--- src/rtl/regcr_pkg.sv ---
// regcr_pkg: shared widths, entry count, clear-sequencer state encoding,
// per-field write-enable indices and the read-port result record used by
// the capability register file (regcr) and its tag-scrub sequencer.
package regcr_pkg;

    // Widths of the address-like and data-like capability fields.
    localparam int SIZE_ADDR   = 32;
    localparam int SIZE_DATA   = 16;

    // Register index width and default number of entries.
    localparam int HBIT_TGT_CR = 2;
    localparam int SIZE_TGT_CR = HBIT_TGT_CR + 1;
    localparam int NUM_CR_DEF  = 2 ** (HBIT_TGT_CR + 1);

    // Bulk tag-invalidate sequencer states.
    typedef enum logic [0:0] {
        CLR_IDLE = 1'b0,
        CLR_SCAN = 1'b1
    } clr_state_e;

    // Bit positions of the per-field write enables.
    localparam int FLD_BASE  = 0;
    localparam int FLD_LEN   = 1;
    localparam int FLD_CUR   = 2;
    localparam int FLD_PERMS = 3;
    localparam int FLD_ATTR  = 4;
    localparam int FLD_TAG   = 5;
    localparam int NUM_FLD   = 6;

    // One read port's worth of capability fields.
    typedef struct packed {
        logic [SIZE_ADDR-1:0] base;
        logic [SIZE_ADDR-1:0] len;
        logic [SIZE_ADDR-1:0] cur;
        logic [SIZE_DATA-1:0] perms;
        logic [SIZE_DATA-1:0] attr;
        logic                 tag;
    } cr_rd_t;

endpackage

--- src/rtl/regcr_clr_seq.sv ---
// regcr_clr_seq: bulk tag-invalidate sequencer.
// A request marks every entry pending (architectural revoke in one cycle),
// then walks the entries one per cycle, strobing a physical tag clear for
// each entry that is still pending.
// Ports:
//   iw_clk, iw_rst      clock, asynchronous active-high reset
//   iw_clr_req          bulk invalidate request (one-cycle pulse)
//   iw_we_tag           writeback tag write enable
//   iw_tag_addr         writeback tag write target
//   ow_clr_stb[NUM_CR]  per-entry "clear stored tag now" strobe
//   ow_pend[NUM_CR]     pending-clear bitmap
//   ow_clr_busy         scan in progress (registered state)
//   ow_clr_done         one-cycle pulse after the last entry is scanned
module regcr_clr_seq
    import regcr_pkg::*;
#(
    parameter int NUM_CR = NUM_CR_DEF
) (
    input  logic                   iw_clk,
    input  logic                   iw_rst,
    input  logic                   iw_clr_req,
    input  logic                   iw_we_tag,
    input  logic [SIZE_TGT_CR-1:0] iw_tag_addr,
    output logic [NUM_CR-1:0]      ow_clr_stb,
    output logic [NUM_CR-1:0]      ow_pend,
    output logic                   ow_clr_busy,
    output logic                   ow_clr_done
);

    localparam int                IDX_W    = $clog2(NUM_CR);
    localparam logic [IDX_W-1:0]  LAST_IDX = IDX_W'(NUM_CR - 1);

    clr_state_e          r_state;
    logic [IDX_W-1:0]    r_idx;
    logic [NUM_CR-1:0]   r_pend;
    logic                r_done;

    always_ff @(posedge iw_clk or posedge iw_rst) begin
        if (iw_rst) begin
            r_state <= CLR_IDLE;
            r_idx   <= '0;
            r_pend  <= '0;
            r_done  <= 1'b0;
        end else begin
            r_done <= 1'b0;
            case (r_state)
                CLR_IDLE: begin
                    if (iw_clr_req) begin
                        r_state <= CLR_SCAN;
                        r_pend  <= '1;
                        r_idx   <= '0;
                    end
                end
                CLR_SCAN: begin
                    // A new request restarts the walk; the aborted scan
                    // never reports done.
                    if (iw_clr_req) begin
                        r_pend <= '1;
                        r_idx  <= '0;
                    end else begin
                        r_pend[r_idx] <= 1'b0;
                        if (r_idx == LAST_IDX) begin
                            r_idx   <= '0;
                            r_state <= CLR_IDLE;
                            r_done  <= 1'b1;
                        end else begin
                            r_idx <= r_idx + IDX_W'(1);
                        end
                    end
                end
                default: r_state <= CLR_IDLE;
            endcase
            // A tag rewritten by writeback is no longer revoked; this comes
            // last so it also wins over a request in the same cycle.
            for (int i = 0; i < NUM_CR; i++) begin
                if (iw_we_tag && (iw_tag_addr == SIZE_TGT_CR'(i)))
                    r_pend[i] <= 1'b0;
            end
        end
    end

    always_comb begin
        ow_clr_stb = '0;
        for (int i = 0; i < NUM_CR; i++) begin
            ow_clr_stb[i] = (r_state == CLR_SCAN) && (r_idx == IDX_W'(i)) && r_pend[i];
        end
    end

    assign ow_pend     = r_pend;
    assign ow_clr_busy = (r_state == CLR_SCAN);
    assign ow_clr_done = r_done;

endmodule

--- src/rtl/regcr.sv ---
// regcr: capability register file fed by the writeback CR-control bus.
// Each entry holds base, len, cur, perms, attr and a tag. Fields are written
// independently; two combinational read ports return storage with per-field
// same-cycle write bypass. The effective tag is masked by the pending-clear
// bitmap of the bulk invalidate sequencer.
// Ports:
//   iw_clk, iw_rst                   clock, asynchronous active-high reset
//   iw_cr_write_addr                 write target entry
//   iw_cr_we_<f> / iw_cr_<f>         per-field write enable / data
//   iw_rd_a_addr, iw_rd_b_addr       read port addresses
//   ow_rd_a_<f>, ow_rd_b_<f>         read port fields (tag is effective tag)
//   iw_clr_req                       bulk tag-invalidate request
//   ow_clr_busy, ow_clr_done         scrub status
module regcr
    import regcr_pkg::*;
#(
    parameter int NUM_CR = NUM_CR_DEF
) (
    input  logic                   iw_clk,
    input  logic                   iw_rst,
    input  logic [SIZE_TGT_CR-1:0] iw_cr_write_addr,
    input  logic                   iw_cr_we_base,
    input  logic [SIZE_ADDR-1:0]   iw_cr_base,
    input  logic                   iw_cr_we_len,
    input  logic [SIZE_ADDR-1:0]   iw_cr_len,
    input  logic                   iw_cr_we_cur,
    input  logic [SIZE_ADDR-1:0]   iw_cr_cur,
    input  logic                   iw_cr_we_perms,
    input  logic [SIZE_DATA-1:0]   iw_cr_perms,
    input  logic                   iw_cr_we_attr,
    input  logic [SIZE_DATA-1:0]   iw_cr_attr,
    input  logic                   iw_cr_we_tag,
    input  logic                   iw_cr_tag,
    input  logic [SIZE_TGT_CR-1:0] iw_rd_a_addr,
    input  logic [SIZE_TGT_CR-1:0] iw_rd_b_addr,
    output logic [SIZE_ADDR-1:0]   ow_rd_a_base,
    output logic [SIZE_ADDR-1:0]   ow_rd_a_len,
    output logic [SIZE_ADDR-1:0]   ow_rd_a_cur,
    output logic [SIZE_DATA-1:0]   ow_rd_a_perms,
    output logic [SIZE_DATA-1:0]   ow_rd_a_attr,
    output logic                   ow_rd_a_tag,
    output logic [SIZE_ADDR-1:0]   ow_rd_b_base,
    output logic [SIZE_ADDR-1:0]   ow_rd_b_len,
    output logic [SIZE_ADDR-1:0]   ow_rd_b_cur,
    output logic [SIZE_DATA-1:0]   ow_rd_b_perms,
    output logic [SIZE_DATA-1:0]   ow_rd_b_attr,
    output logic                   ow_rd_b_tag,
    input  logic                   iw_clr_req,
    output logic                   ow_clr_busy,
    output logic                   ow_clr_done
);

    logic [SIZE_ADDR-1:0] r_base  [NUM_CR];
    logic [SIZE_ADDR-1:0] r_len   [NUM_CR];
    logic [SIZE_ADDR-1:0] r_cur   [NUM_CR];
    logic [SIZE_DATA-1:0] r_perms [NUM_CR];
    logic [SIZE_DATA-1:0] r_attr  [NUM_CR];
    logic [NUM_CR-1:0]    r_tag;

    logic [NUM_CR-1:0]    clr_stb;
    logic [NUM_CR-1:0]    pend;
    logic [NUM_FLD-1:0]   we_fld;
    cr_rd_t               rd_a;
    cr_rd_t               rd_b;

    always_comb begin
        we_fld            = '0;
        we_fld[FLD_BASE]  = iw_cr_we_base;
        we_fld[FLD_LEN]   = iw_cr_we_len;
        we_fld[FLD_CUR]   = iw_cr_we_cur;
        we_fld[FLD_PERMS] = iw_cr_we_perms;
        we_fld[FLD_ATTR]  = iw_cr_we_attr;
        we_fld[FLD_TAG]   = iw_cr_we_tag;
    end

    regcr_clr_seq #(
        .NUM_CR (NUM_CR)
    ) u_clr_seq (
        .iw_clk      (iw_clk),
        .iw_rst      (iw_rst),
        .iw_clr_req  (iw_clr_req),
        .iw_we_tag   (iw_cr_we_tag),
        .iw_tag_addr (iw_cr_write_addr),
        .ow_clr_stb  (clr_stb),
        .ow_pend     (pend),
        .ow_clr_busy (ow_clr_busy),
        .ow_clr_done (ow_clr_done)
    );

    always_ff @(posedge iw_clk or posedge iw_rst) begin
        if (iw_rst) begin
            for (int i = 0; i < NUM_CR; i++) begin
                r_base[i]  <= '0;
                r_len[i]   <= '0;
                r_cur[i]   <= '0;
                r_perms[i] <= '0;
                r_attr[i]  <= '0;
            end
            r_tag <= '0;
        end else begin
            for (int i = 0; i < NUM_CR; i++) begin
                if (iw_cr_write_addr == SIZE_TGT_CR'(i)) begin
                    if (we_fld[FLD_BASE])  r_base[i]  <= iw_cr_base;
                    if (we_fld[FLD_LEN])   r_len[i]   <= iw_cr_len;
                    if (we_fld[FLD_CUR])   r_cur[i]   <= iw_cr_cur;
                    if (we_fld[FLD_PERMS]) r_perms[i] <= iw_cr_perms;
                    if (we_fld[FLD_ATTR])  r_attr[i]  <= iw_cr_attr;
                end
                // Scrub first, writeback tag second: the write wins on a tie.
                if (clr_stb[i])
                    r_tag[i] <= 1'b0;
                if (we_fld[FLD_TAG] && (iw_cr_write_addr == SIZE_TGT_CR'(i)))
                    r_tag[i] <= iw_cr_tag;
            end
        end
    end

    // Storage lookup followed by per-field bypass of the in-flight write.
    // The bypassed tag ignores pend because a tag write clears it.
    function automatic cr_rd_t rd_port(input logic [SIZE_TGT_CR-1:0] addr);
        cr_rd_t r;
        logic   hit;
        r = '0;
        for (int i = 0; i < NUM_CR; i++) begin
            if (addr == SIZE_TGT_CR'(i)) begin
                r.base  = r_base[i];
                r.len   = r_len[i];
                r.cur   = r_cur[i];
                r.perms = r_perms[i];
                r.attr  = r_attr[i];
                r.tag   = r_tag[i] & ~pend[i];
            end
        end
        hit = (addr == iw_cr_write_addr);
        if (hit && we_fld[FLD_BASE])  r.base  = iw_cr_base;
        if (hit && we_fld[FLD_LEN])   r.len   = iw_cr_len;
        if (hit && we_fld[FLD_CUR])   r.cur   = iw_cr_cur;
        if (hit && we_fld[FLD_PERMS]) r.perms = iw_cr_perms;
        if (hit && we_fld[FLD_ATTR])  r.attr  = iw_cr_attr;
        if (hit && we_fld[FLD_TAG])   r.tag   = iw_cr_tag;
        return r;
    endfunction

    always_comb begin
        rd_a = rd_port(iw_rd_a_addr);
        rd_b = rd_port(iw_rd_b_addr);
    end

    assign ow_rd_a_base  = rd_a.base;
    assign ow_rd_a_len   = rd_a.len;
    assign ow_rd_a_cur   = rd_a.cur;
    assign ow_rd_a_perms = rd_a.perms;
    assign ow_rd_a_attr  = rd_a.attr;
    assign ow_rd_a_tag   = rd_a.tag;
    assign ow_rd_b_base  = rd_b.base;
    assign ow_rd_b_len   = rd_b.len;
    assign ow_rd_b_cur   = rd_b.cur;
    assign ow_rd_b_perms = rd_b.perms;
    assign ow_rd_b_attr  = rd_b.attr;
    assign ow_rd_b_tag   = rd_b.tag;

endmodule

--- config.mk ---
export PLATFORM = sky130hd
export DESIGN_NAME = regcr
export DESIGN_NICKNAME = d
export VERILOG_FILES = /design/src/rtl/regcr_pkg.sv /design/src/rtl/regcr_clr_seq.sv /design/src/rtl/regcr.sv
export SDC_FILE = /design/constraint.sdc
export NUM_CORES = 2
export LEC_CHECK = 0
export ABC_AREA = 1
export BUFFER_PORTS_ARGS = -buffer_cell sky130_fd_sc_hd__buf_2
export CORE_UTILIZATION = 61
export DETAILED_ROUTE_END_ITERATION = 8
export PLACE_DENSITY = 0.82
export SETUP_SLACK_MARGIN = 0.5
export SLEW_MARGIN = 20
export SYNTH_ARGS = -nofsm -noshare
export SYNTH_HDL_FRONTEND = slang
export SYNTH_SLANG_ARGS = --single-unit
--- constraint.sdc ---
create_clock -name iw_clk -period 46.9 [get_ports iw_clk]
set_clock_uncertainty 0.1 [all_clocks]
set_input_delay 9.38 -clock iw_clk [delete_from_list [all_inputs] [get_ports iw_clk]]
set_output_delay 9.38 -clock iw_clk [all_outputs]
set_load 0.1 [all_outputs]
* After elaboration in Yosys (flattened, before gate mapping) *
Index checks and enable logic that the tools add are counted.

word-level totals
  register bits after elaboration = 1045
  bits in read-only memories = 0
  logic and storage cells = 277
  memory bits (writable) = 0
  output and inout port bits = 260
  bits in latches = 0
  memories kept = 0
  bits of input ports = 147

cells by class
  reduce and logical (&&, ||, !) cells = 89
  divide/modulo/power cells = 0
  shift-type cells = 0
  mux-type cells = 68
  multipliers = 0
  add/sub/neg operators = 1
  equality and inequality tests = 39
  $lt $le $gt $ge = 2
  bitwise gates (word level) = 19

operator list
  cell                   count
  $mux W129              16
  $mux W32               6
  $reduce_and A2 Y1      40
  $mux W16               4
  $eq A3 B3 Y1 const B   16
  $logic_and A1 B1 Y1    37
  $mux W1                33
  $eq A3 B2 Y1 const B   8
  $ne A3 B3 Y1 const B   8
  $mux W8                2
  $pmux W8 S2            1
  $reduce_bool A2 Y1     8
  $eq A3 B1 Y1 const B   4
  $logic_not A3 Y1       4
  $mux W3                3
  $not A1 Y1             9
  $and A1 B1 Y1          8
  $and A8 B8 Y8          1
  $not A8 Y8             1
  $eq A3 B3 Y1           2
  $pmux W3 S2            1
  $lt A3 B4 Y1 const B   1
  $add A3 B1 Y3 const B  1
  $demux W1 S3           1
  3 further kinds        3

* Longest topological paths before layout *
  word-level depth = 11
  depth in mapped cells = 11
  gate-level depth less buffers = 8

* Hierarchy *
A second synthesis with hierarchy kept.

second synthesis, totals
  cells, all modules = 8319
  area, all modules = 57918.0 µm²

modules (own cells, without submodules)
  module         times used  cells each  seq. area each (µm²)  area each (µm²)
  regcr          1           8219        25824.8               57158.6
  regcr_clr_seq  1           100         325.3                 759.5

* Least setup slack after synthesis *
No wires, ideal clock.

  path type = input-to-output
  start point = input iw_cr_write_addr[2]
  end point = output ow_rd_b_len[13]
  arrival time = 11.934 ns
  stages on the path = 8
  setup slack = 25.486 ns
  data required time = 37.420 ns
  path buffers = 2
  cells stage by stage = buf_2 > xor2_1 > a21oi_4 > nand3_1 > clkbuf_1 > nand2_1 > inv_1 > a21oi_1

on the way
  cells in the longest elaborated chain, start to end = 3

ends and longest elaborated chain
  what                 RTL line      RTL
  start: declaration   regcr.sv:21   input logic [SIZE_TGT_CR-1:0] iw_cr_write_addr,
  $eq A3 B3 Y1         regcr.sv:134  hit = (addr == iw_cr_write_addr);
  $logic_and A1 B1 Y1  regcr.sv:136  if (hit && we_fld[FLD_LEN]) r.len = iw_cr_len;
  $mux W32             regcr.sv:136
  end: declaration     regcr.sv:43   output logic [SIZE_ADDR-1:0] ow_rd_b_len,

No other way between the ends.

* Worst setup path after layout *
  start point = input iw_rd_b_addr[2]
  end point = output ow_rd_b_base[14]

on the way
  cells in the longest elaborated chain, start to end = 10
  elaborated cells between the ends (all ways) = 19
  those cells by class = eq/ne (8); mux (9); reduce/logical (2)

ends and longest elaborated chain
  what                    RTL line      RTL
  start: declaration      regcr.sv:35   input logic [SIZE_TGT_CR-1:0] iw_rd_b_addr,
  $logic_not A3 Y1        regcr.sv:125  if (addr == SIZE_TGT_CR'(i)) begin
  $mux W129 (8 in a row)  regcr.sv:125
  $mux W32 *              regcr.sv:135  if (hit && we_fld[FLD_BASE]) r.base = iw_cr_base;
  end: declaration        regcr.sv:42   output logic [SIZE_ADDR-1:0] ow_rd_b_base,

Every way passes the cells marked *; elsewhere a longest branch is shown, timed or not.

==> impl.org <==
** Flow run
- Across the run, the number of max-cap violations was 0.

** Floorplan
- Number of rows created at floorplan :: 112
- The total area inside the core boundary comes to 0.0935 mm^2.
- Measured along the x axis, the die boundary spans 309 um.
- Full die area :: 0.0957 mm^2
- The initial utilization of the core area, before any placement, comes to 61.7%.
- 407 I/O pins were placed.
- Vertical extent of the die :: 309 um

** Synthesis
- Post-synth top area cell :: sky130_fd_sc_hd__dfrtp_1
- Largest cells by area after synthesis :: sky130_fd_sc_hd__dfrtp_1, sky130_fd_sc_hd__nand2_1, sky130_fd_sc_hd__o21ai_0
- Synthesis Warnings :: 0
- Post-synthesis mux area share :: 0%
- In this run, synthesis inferred 0 flip-flops with an integrated enable.
- Synth Cell Area :: 0.0576 mm^2
- After technology mapping, the gate count stands at 8308.
- Most used flip-flop cell after synthesis :: sky130_fd_sc_hd__dfrtp_1
- After synthesis, the netlist uses 29 different library cells.
- Number of register bits inferred by synthesis :: 1045
- Counting flops with an async set or reset pin after synthesis yields a share of 100%.
- Mapped Avg Cell Area :: 6.94 um^2
- Combinational family with the most area after synthesis :: simple AND/OR/NAND/NOR gates
- Post-synthesis xor/xnor area fraction :: 0.0868%
- The synthesized netlist devotes 32.5% of its cell area to simple gates.
- Synth Net Count :: 8461
- Synth Area in Compound Gates :: 13.2%
- In this run the biggest area consumer among cell types represents 45.4% of the synthesized area.
- Top cells by instance count after synthesis :: sky130_fd_sc_hd__nand2_1, sky130_fd_sc_hd__o21ai_0, sky130_fd_sc_hd__dfrtp_1, sky130_fd_sc_hd__nor2_1
- Adder and majority cell fraction of the synthesized area :: 0.130%
- Summing the sequential cell areas from Yosys gives 45.4% of the chip area.
- The most common cell in the synthesized netlist is sky130_fd_sc_hd__nand2_1.

** Worst setup path
- On the critical path the largest part of the delay comes from buffers and inverters.
- Type of the worst setup path :: input port to primary output
- STA puts the critical path data required time at 37.42 ns.
- STA puts the critical path data arrival time at 14.09 ns.
- Count of buffer and inverter cells on the critical path :: 6
- Crit path largest cell delay :: 0.88 ns
- Instance count on the critical path :: 11
- CP Cell Sequence :: buf_2 -> buf_4 -> nand3_4 -> inv_6 -> buf_4 -> buf_4 -> a21oi_1 -> nand4_1 -> nand2_1 -> nand2_1 -> buf_2
- Slowest stage cell on the critical path :: sky130_fd_sc_hd__buf_4
- Tracing the worst setup path back leads to its startpoint at iw_rd_b_addr[2].
- Source of the worst register-to-register timing path :: u_clr_seq.ow_clr_busy$_DFF_PP0_
- Crit path capture type :: primary output
- Critical path fanouts, max :: 60
- Cell repeated most along the worst path :: sky130_fd_sc_hd__buf_4
- The worst register-to-register path has a depth of 5.
- Critical path startpoint category :: input port

** Global route
- For met1 alone, demand over resource in global routing was 52.8%.
- The first global-routing pass estimated 312000 um of wire.
- The number of antenna violations at the first check in global routing was 11.
- Total GRT Usage :: 41.9%
- For this run the aggregate overflow at the end of global routing stands at 0.
- The via count of the first global-routing pass was 55.7k.
- Met2 Use GR :: 64.9%
- met2 is the most crowded layer.
- Grt met3 use :: 10.5%
- Entering global routing, the biggest net connects 183 pins.

** Route
- Detailed Route Iter0 Violations :: 8572
- Number of vias per cell :: 6.19
- For this block, the routed nets add up to 203000 um of wire.
- Via count :: 59.9k
- In the routed design, unresolved DRC markers number 0.
- Detail-routed net length per standard cell :: 21.0 um
- Number of detailed-routing iterations run before antenna repair :: 9
- Final antenna-violating net count :: 0

** Finish
- Cell Count, Final, Fillers Out :: 9683
- Total area of multi-input combinational cells :: 0.0267 mm^2
- Layout cell share with drive strength beyond 1 :: 8.80%
- Combined flip-flop and latch cell area :: 0.0262 mm^2
- Fill cells in the final layout number 7973.
- The area growth from synthesis to layout is 10.0%.
- The net count of the finished layout is 8491.

** Place
- In this run the tool buffered the top-level ports with 406 buffer cells.
- Pre-CTS setup slack :: 23.76 ns
- Cell total after placement :: 9480
- Gp weighted congestion :: 0.974
- Summed over all nets, the half-perimeter wirelength after detailed placement is 115000 um.

** CTS
- Number of sinks handled by clock tree synthesis :: 1045
- Buffers added to address setup during post-CTS repair amount to 0.
- Clock Pin Slew Worst Setup and Hold Paths :: 0.06 ns
- In this run the number of H-tree levels came out at 3.
- TritonCTS built the clock tree.
- Total clock buffers created by CTS :: 110
- Number of resized instances in the post-cts repair step :: 0
- The later pin in the worst-skew pair is clocked with a latency of 0.70 ns.
- Clock tree synthesis selected as its root buffer the cell sky130_fd_sc_hd__clkbuf_16.
- In this run the deepest clock path goes through 3 buffers.
- In this run, post-CTS hold repair placed 0 buffers.

** Status
- The flow ran to the end, and the final reports show no timing, DRC or antenna violations.

** Pwr
- For this design the ratio of total power to cell area is 45.9 mW/mm^2.
- VDD sags by at most 0.0000319 V.
- Design Power :: 2.91 mW
- In this run the static leakage power is 31.4 nW.

** STA
- For the pin with the worst max-slew slack, the measured transition is 1.25 ns.
- The worst path uses 50.2% of the clock period.
- The tightest hold path in the finished design has a slack of 0.383 ns.
- Derived from the worst setup path, the maximum achievable clock frequency is 42.4 MHz.
- Unrepaired setup endpoints after global routing :: no
- Minimum setup slack in the final design :: 23.33 ns
- Setup violations remaining at the end of the flow were counted as 0.
- The count of pins over their slew limit came to 0.
- Summed over all failing endpoints, the final setup total negative slack is 0 ns.
- Slew margin rel. :: 16.9%
- Final period demand of the worst path :: 23.57 ns
- Number of endpoints with negative hold slack in the final report :: 0

** Worst hold path
- Type of the tightest min-delay check :: flop to flop
- Along the worst hold path, the cell count comes to 2.
- The worst hold path begins at r_cur[129]$_DFFE_PP0P_.
-- logic make-up (layout without fill, tap and decap cells) --
| family | after synthesis | count (layout) |
|---|---|---|
| adders and majority gates | 6 | 6 |
| other | 0 | 6 |
| and+or+nand+nor | 4474 | 4474 |
| xor gates and xnor gates | 4 | 4 |
| DFF | 1045 | 1045 |
| AOI/OAI and AO/OA | 1517 | 1517 |
| buffers and inverters | 1262 | 1377 |
-- tightest hold or removal path: stages, from the launching register on --
cell                      delay (ns)
sky130_fd_sc_hd__dfrtp_1        0.34
sky130_fd_sc_hd__nand2_1        0.05
sky130_fd_sc_hd__o21ai_0        0.06
-- layout by cell type (no fill, tap or decap), types with 4 or more instances in the layout --
| cell | instances |
|---|---|
| sky130_fd_sc_hd__diode_2 | 6 |
| sky130_fd_sc_hd__o21ai_0 | 1193 |
| sky130_fd_sc_hd__ha_1 | 6 |
| sky130_fd_sc_hd__clkbuf_16 | 113 |
| sky130_fd_sc_hd__nand3_2 | 7 |
| sky130_fd_sc_hd__inv_4 | 5 |
| sky130_fd_sc_hd__nor3_4 | 6 |
| sky130_fd_sc_hd__inv_2 | 7 |
| sky130_fd_sc_hd__nand4_1 | 389 |
| sky130_fd_sc_hd__dfrtp_1 | 1045 |
| sky130_fd_sc_hd__a21oi_1 | 271 |
| sky130_fd_sc_hd__o22ai_1 | 6 |
| sky130_fd_sc_hd__inv_1 | 664 |
| sky130_fd_sc_hd__clkinv_2 | 10 |
| sky130_fd_sc_hd__buf_2 | 405 |
| sky130_fd_sc_hd__nor3_2 | 4 |
| sky130_fd_sc_hd__nand3_1 | 663 |
| sky130_fd_sc_hd__buf_4 | 91 |
| sky130_fd_sc_hd__nand2_2 | 33 |
| sky130_fd_sc_hd__clkbuf_1 | 34 |
| sky130_fd_sc_hd__clkbuf_8 | 30 |
| sky130_fd_sc_hd__o21ai_1 | 41 |
| sky130_fd_sc_hd__nor2_4 | 4 |
| sky130_fd_sc_hd__bufinv_16 | 7 |
| sky130_fd_sc_hd__nor2_1 | 698 |
| sky130_fd_sc_hd__nand2_1 | 2666 |
-- flip-flops by register name (all words and copies together) (netlist names) --
signal                 cells
u_clr_seq.ow_clr_busy      1
r_cur                    256
r_base                   256
r_perms                  128
u_clr_seq.ow_pend          8
u_clr_seq.ow_clr_done      1
u_clr_seq.r_idx            3
r_tag                      8
r_attr                   128
r_len                    256
-- path summary, 6_finish.rpt --
path | to | slack (ns)
hold reg to reg | r_cur[129]$_DFFE_PP0P_ | 0.38
setup / recovery | ow_rd_b_base[14] | 23.33
hold / removal | r_cur[129]$_DFFE_PP0P_ | 0.38
setup reg to reg | u_clr_seq.ow_pend[5]$_DFFE_PP0P_ | 45.23
min in group asynchronous | r_cur[16]$_DFFE_PP0P_ | 8.75
max in group asynchronous | r_attr[25]$_DFFE_PP0P_ | 33.88
-- power breakdown --
group,leakage [nW],total [mW],internal (mW),switching (mW)
Sequential,13.1,1.21,1.07,0.136
Clock,1.79,0.894,0.525,0.369
Combinational,16.5,0.813,0.174,0.639
Total,31.4,2.91,1.77,1.14
-- metrics by stage --
stage / utilization, % / instance area [um^2]
global route: 67.8 / 63400
global placement: 63.9 / 59700
CTS: 67.8 / 63400
floorplan: - / 57600
detailed placement: 63.9 / 59700
finish: 67.8 / 63400
-- area by class of cell --
class / instances / area share (%)
clock inverter: 20 / 0.446
tap: 1254 / 2.47
sequential: 1045 / 41.2
timing repair buffer: 499 / 4.34
antenna: 6 / 0.0237
clock buffer: 177 / 5.31
inverter: 681 / 4.10
multi-input combinational: 6001 / 42.0
-- per-layer routing --
metal | share of wire [%] | wire length [um]
met4 | 6.6 | 13300
met3 | 13 | 26100
met5 | 0.052 | 106
met1 | 36 | 73500
met2 | 44 | 89900
(Power assumes the default switching activity.)
